File: config.mk
export PLATFORM = sky130hd
export DESIGN_NAME = pulse_stretch_fsm
export DESIGN_NICKNAME = d
export VERILOG_FILES = /design/src/rtl/fsm_pkg.sv /design/src/rtl/pulse_down_cnt.sv /design/src/rtl/pulse_stretch_fsm.sv
export SDC_FILE = /design/constraint.sdc
export NUM_CORES = 1
export LEC_CHECK = 0
export ABC_AREA = 1
export BUFFER_PORTS_ARGS = -buffer_cell sky130_fd_sc_hd__buf_2
export CORE_AREA = 2 2 75 70
export DETAILED_ROUTE_END_ITERATION = 10
export DIE_AREA = 0 0 77 72
export MAX_ROUTING_LAYER = met4
export PLACE_DENSITY = 0.48
export RECOVER_POWER = 100
export SYNTH_ARGS = -nofsm -noshare
export SYNTH_HDL_FRONTEND = slang
export SYNTH_SLANG_ARGS = --single-unit
File: constraint.sdc
create_clock -name clk -period 1.69 [get_ports clk]
set_input_delay 0.2535 -clock clk [delete_from_list [all_inputs] [get_ports clk]]
set_output_delay 0.2535 -clock clk [all_outputs]
set_load 0.02 [all_outputs]
File: src/rtl/fsm_pkg.sv
// Shared state encoding and sizing helper for the pulse stretcher FSM.
// State values are fixed so the encoding stays stable for legacy consumers.
package fsm_pkg;

    localparam logic [1:0] ST_IDLE = 2'd0;
    localparam logic [1:0] ST_HIGH = 2'd1;
    localparam logic [1:0] ST_GAP  = 2'd2;

    typedef enum logic [1:0] {
        IDLE = ST_IDLE,
        HIGH = ST_HIGH,
        GAP  = ST_GAP
    } pulse_state_t;

    // Gap counter width; a zero-length gap still needs a 1-bit register.
    function automatic int gap_width(input int gap_cyc);
        return (gap_cyc < 1) ? 1 : $clog2(gap_cyc + 1);
    endfunction

endpackage

File: src/rtl/pulse_down_cnt.sv
// Loadable unsigned down-counter with a zero flag; holds at zero unless reloaded.
module pulse_down_cnt #(
    parameter int WIDTH = 8
) (
    input  logic             clk,
    input  logic             rst,
    input  logic             load,
    input  logic [WIDTH-1:0] value,
    input  logic             dec,
    output logic             zero
);

    logic [WIDTH-1:0] count;

    // Load wins over decrement so a retrigger on the final count restarts cleanly.
    always_ff @(posedge clk or posedge rst) begin
        if (rst) begin
            count <= '0;
        end else if (load) begin
            count <= value;
        end else if (dec && (count != '0)) begin
            count <= count - WIDTH'(1);
        end
    end

    assign zero = (count == '0);

endmodule

File: src/rtl/pulse_stretch_fsm.sv
// Stretches single-cycle triggers into len-cycle high windows followed by a
// fixed forced-low gap, optionally retriggerable, flagging ignored triggers.
module pulse_stretch_fsm
    import fsm_pkg::*;
#(
    parameter int WIDTH   = 8,
    parameter int GAP_CYC = 2
) (
    input  logic             clk,
    input  logic             rst,
    input  logic             pulse_in,
    input  logic [WIDTH-1:0] len,
    input  logic             retrig_en,
    output logic             level_out,
    output logic             busy,
    output logic             dropped
);

    localparam int GAP_W = gap_width(GAP_CYC);
    localparam logic [GAP_W-1:0] GAP_LOAD = GAP_W'((GAP_CYC > 0) ? GAP_CYC - 1 : 0);

    pulse_state_t     state;
    pulse_state_t     state_next;
    logic [GAP_W-1:0] gap_cnt;
    logic [GAP_W-1:0] gap_next;
    logic             cnt_load;
    logic             cnt_dec;
    logic             cnt_zero;
    logic             len_ok;
    logic             level_next;
    logic             busy_next;
    logic             dropped_next;

    assign len_ok = (len != '0);

    pulse_down_cnt #(
        .WIDTH(WIDTH)
    ) u_high_cnt (
        .clk  (clk),
        .rst  (rst),
        .load (cnt_load),
        .value(len - WIDTH'(1)),
        .dec  (cnt_dec),
        .zero (cnt_zero)
    );

    // Outputs are decoded from the next state so they register alongside it.
    always_comb begin
        state_next   = state;
        gap_next     = gap_cnt;
        cnt_load     = 1'b0;
        cnt_dec      = 1'b0;
        dropped_next = 1'b0;

        case (state)
            IDLE: begin
                if (pulse_in) begin
                    if (len_ok) begin
                        state_next = HIGH;
                        cnt_load   = 1'b1;
                    end else begin
                        dropped_next = 1'b1;
                    end
                end
            end
            HIGH: begin
                if (pulse_in && retrig_en && len_ok) begin
                    cnt_load = 1'b1;
                end else begin
                    dropped_next = pulse_in;
                    if (!cnt_zero) begin
                        cnt_dec = 1'b1;
                    end else if (GAP_CYC > 0) begin
                        state_next = GAP;
                        gap_next   = GAP_LOAD;
                    end else begin
                        state_next = IDLE;
                    end
                end
            end
            GAP: begin
                dropped_next = pulse_in;
                if (gap_cnt == '0) begin
                    state_next = IDLE;
                end else begin
                    gap_next = gap_cnt - GAP_W'(1);
                end
            end
            default: begin
                state_next = IDLE;
            end
        endcase

        level_next = (state_next == HIGH);
        busy_next  = (state_next != IDLE);
    end

    always_ff @(posedge clk or posedge rst) begin
        if (rst) begin
            state     <= IDLE;
            gap_cnt   <= '0;
            level_out <= 1'b0;
            busy      <= 1'b0;
            dropped   <= 1'b0;
        end else begin
            state     <= state_next;
            gap_cnt   <= gap_next;
            level_out <= level_next;
            busy      <= busy_next;
            dropped   <= dropped_next;
        end
    end

endmodule

# Word level (Yosys, flattened, before mapping)
# Cells that the tools add are included.
[totals]
ff_bits = 15
inputBits = 12
output_inout_bits = 3
elab_cells = 50
latchBits = 0
ramBits = 0
memories = 0
rom_bits = 0
[classes]
n_eq_ne = 6
n_reduce_logical = 12
n_mux = 23
n_mul = 0
magnitude_cmp = 0
div_mod_pow = 0
bitwise = 0
shifts = 0
n_addsub = 3
[ops]
columns = ["op", "count"]
rows = [
  ["$mux W2", 8],
  ["$mux W8", 2],
  ["$reduce_bool A8 Y1", 2],
  ["$sub A8 B1 Y8 const B", 2],
  ["$mux W1", 9],
  ["$logic_not A8 Y1", 1],
  ["$ne A2 B2 Y1 const B", 3],
  ["$pmux W2 S3", 1],
  ["$reduce_bool A2 Y1", 3],
  ["$eq A2 B1 Y1 const B", 2],
  ["$logic_not A2 Y1", 2],
  ["$pmux W2 S2", 1],
  ["$reduce_and A4 Y1", 1],
  ["$logic_and A1 B1 Y1", 3],
  ["$pmux W1 S3", 1],
  ["$eq A2 B2 Y1 const B", 1],
  ["$pmux W1 S2", 1],
  ["$sub A2 B1 Y2 const B", 1],
]

# Depth between registers and ports, before layout
[depth]
depth_word = 7
ltp_mapped = 16
ltp_nobuf = 15

# Cells and area by module
# From an unflattened synthesis, not the netlist that was laid out.
[hier_totals]
cells_unflattened = 165
area_unflattened_um2 = 1203.7
[modules_own_cells]
columns = ["mod", "cells_per_inst", "instances", "area_per_inst_um2"]
rows = [
  ["pulse_down_cnt", 91, 1, 633.1],
  ["pulse_stretch_fsm", 74, 1, 570.5],
]

# Worst setup path after synthesis
# OpenSTA, ideal clock, no wires.
[synth_path]
kind = "register to register"
start = "reg state[1]"
end = "reg u_high_cnt.count[2]"
synth_period_minus_slack_ps = 1787
path_slack_ps = -97
t_arrival_ps = 1666
path_stages_with_launch = 12
cell_sequence = "dfrtp_1 > nor3_2 > nand2_4 > nand2_4 > buf_6 > nand2_2 > o21ai_4 > inv_2 > ha_1 > xor2_1 > nand2_1 > o21ai_1"
[synth_between]
elab_chain_len = 4
[synth_rtl]
columns = ["item", "line_no", "text"]
rows = [
  ["start: declaration", "pulse_stretch_fsm.sv:22", "pulse_state_t state;"],
  ["start signal: assignment", "pulse_stretch_fsm.sv:106", "state <= state_next;"],
  ["$eq A2 B1 Y1", "pulse_stretch_fsm.sv:55", "case (state)"],
  ["$mux W1", "pulse_stretch_fsm.sv:55", ""],
  ["$logic_and A1 B1 Y1", "pulse_down_cnt.sv:21", "end else if (dec && (count != '0)) begin"],
  ["$reduce_bool A2 Y1 (no line)", "n/a", ""],
  ["end signal: assignment", "pulse_down_cnt.sv:20", "count <= value;"],
  ["end signal: assignment", "pulse_down_cnt.sv:22", "count <= count - WIDTH'(1);"],
  ["end: declaration", "pulse_down_cnt.sv:13", "logic [WIDTH-1:0] count;"],
]
# Several ways; a longest one is shown, not always the timed one.
# A chain may end at the register's enable or synchronous reset.

# Worst setup path after layout
[layout_path]
start = "reg state[0]"
end = "reg u_high_cnt.count[2]"
# The elaborated chain is that of the path after synthesis.

==> results.md <==
* Number of diodes at 0
* Syn Nets at 175
* Final worst path period share at 95.28%
* Vias in the first global route at 1026
* Synth Area in XOR/XNOR at 0.7650%
* CTS Hold Bufs at 0
* Sequential share of the synthesized area at 32.79%
* Worst-Skew Late Latency at 240 ps
* Max FO, Critical Path at 7
* Setup ws final at 79.69 ps
* Hold WC Path Type: input pin to async pin
* Max Buffers Root-to-Sink at 2
* Vias per cell at 3.963
* Adder-Cell Fraction of Synth Area at 2.186%
* Clock Skews at 2.343 ps
* Largest net degree at the start of global routing at 16
* LEAKAGE at 0.9105 nW
* Min cycle time layout at 1610 ps
* Clock Tree Root: clkbuf_8
* Gr usage total at 10.77%
* Status: completed
* Simple-gate share of the synthesized area at 44.15%
* Post-synth top area share at 32.79%
* Peak supply drop at 0.4151 mV
* Pins Over Slew Limit at 0
* Routed wire length at 2722 µm
* Cell taking the most area after synthesis: dfrtp_1
* Synth warn at 0
* Yosys reg bits at 15
* Fmax at 621.0 MHz
* Layout cell share with drive strength beyond 1 at 44.12%
* CTS tree: built
* DRT iter0 DRCs at 57
* Post-synthesis mux area share at 0%
* Synth top area cells: dfrtp_1 33%, nand2_1 16%, nand3_1 7.9%, inv_1 7.2%, nand2_2 4.4%
* Slew @ Worst Pin at 573.7 ps
* Cell Count, Final, Fillers Out at 269
* Crit end category: flop
* Final setup fails at 0
* Die Span Y at 72 µm
* Worst-path clk slew at 60 ps
* Count of cell types in the netlist at 26
* Worst Path Class, Setup: flop to flop
* CTS sink cnt at 15
* Via count at 1066
* Largest family of logic cells by synthesized area: simple AND/OR/NAND/NOR gates
* Rel. slew slack at 61.71%
* Compound-cell area share of the yosys netlist at 6.995%
* Worst EP required at 1820 ps
* Fillcell total at 529
* Rows at 24
* Max Cap Viol at 0
* 1st-pass router iterations at 4
* Hold slack final at 55.91 ps
* Layout Nets at 219
* Initial core utilization at 24.13%
* Most frequent cells in the layout: 37 x nand2_1, 25 x buf_4, 22 x inv_1
* Placed insts at 264
* Total CTS buffers at 3
* H-tree lvl count at 1
* WL per Instance at 10.12 µm
* Placer's final routability congestion estimate at 0.7810
* Critical Path Source Type: flop
* Global-route wire length before repair at 4616 µm
* Setup_tns at 0 ps
* DRT antenna net count at 0
* Final Hold Viols at 0
* Synthesized area at 1145 µm²
* DIE WIDTH at 77 µm
* Number of I/O pins at 15
* Avg Cell Area, Syn at 7.111 µm²
* Initial antenna violation count at 0
* Gr ovfl total at 0
* P&R area growth vs syn at 46.99%
* Cells after Synth at 161
* Pwr dens at 1232 nW/µm²
* RSZ-0062 raised after global routing: true
* Die footprint at 5544 µm²
* Arr. time, crit path at 1740 ps
* IO Port Bufs at 14
* Core Region at 4745 µm²
* Utilization after layout at 35.47%
* Post-DP HPWL at 2188 µm
* Commonest non-fill, non-tap cell in the layout: nand2_1
* DR DRC count at 0
* Pre-CTS setup slack at -71.28 ps
-- through the flow --
stage	total power, W	area (µm²)
3_3_place_gp	0.001625	1505
2_1_floorplan	0.001230	1147
5_1_grt	0.002276	1683
3_5_place_dp	0.001606	1505
6_report	0.002074	1683
4_1_cts	0.001924	1567
-- cell usage after synthesis, drive strengths merged --
cell / count
a21oi: 1
a31oi: 1
buf: 4
dfrtp: 15
ha: 2
inv: 29
nand2: 61
nand3: 21
nand3b: 1
nand4: 1
nor2: 11
nor3: 1
nor4: 1
o21ai: 10
o31ai: 1
xor2: 1
-- what timing repair did --
action / CTS / global route
hold endpoints to repair: 0 / 0
pin swaps: 6 / 16
gates resized for setup: 3 / 29
endpoints found under the setup margin: 3 / 7
buffers inserted: 1 / 0
-- final cells by class --
type                    count  area (µm²)  share of cell area [%]
clock buffers               4       45.04                   2.677
inverters                  29       108.9                   6.468
multi-input cells         113       737.0                   43.79
flip-flops and latches     15       376.6                   22.38
well taps                  65       81.33                   4.833
repair buffers             43       334.1                   19.85
-- registers in the layout, summed over array words and instances (netlist names) --
register / flops
dropped: 1
gap_cnt: 2
state: 2
level_out: 1
u_high_cnt.count: 8
busy: 1
-- where the power goes --
| part | switching [W] | internal (W) |
|---|---|---|
| Sequential | 0.0000685 | 0.000478 |
| Combinational | 0.000699 | 0.000543 |
| Clock | 0.000119 | 0.000167 |
| Total | 0.000887 | 0.00119 |
-- critical path: stages (launching register included) --
cell and delay (ps):
dfrtp_1 410, nor3_4 210, nand2_4 120, nand2_8 120
nand2_4 50, o21ai_4 60, inv_2 70, ha_4 170
xor2_1 160, nand2_1 60, o21ai_1 50
-- per-layer routing --
layer,up-vias,routed length [µm],track usage [%]
met5,-,0,-
met2,15,1099,15.40
li1,585,-,-
met3,4,59,1.493
met4,0,35,3.571
met1,462,1527,15.66
-- cells by family after synthesis --
| family | after synthesis |
|---|---|
| compound gates | 13 |
| xor+xnor | 1 |
| fa+ha+maj | 2 |
| buf+inv | 33 |
| flops | 15 |
| simple gates | 97 |
-- worst paths after layout --
path | from | end | slack, ps | depth (start not counted)
worst max-delay path | state[0] | u_high_cnt.count[2] | 80 | 10
min in group clk | pulse_in | dropped | 310 | 3
max in group asynchronous | rst | state[1] | 1230 | 2
worst min-delay path | rst | level_out | 60 | 2
worst max register to register | state[0] | u_high_cnt.count[2] | 80 | 10
worst min register to register | gap_cnt[1] | gap_cnt[1] | 480 | 2
No activity file was read; power rests on OpenSTA's default activity.
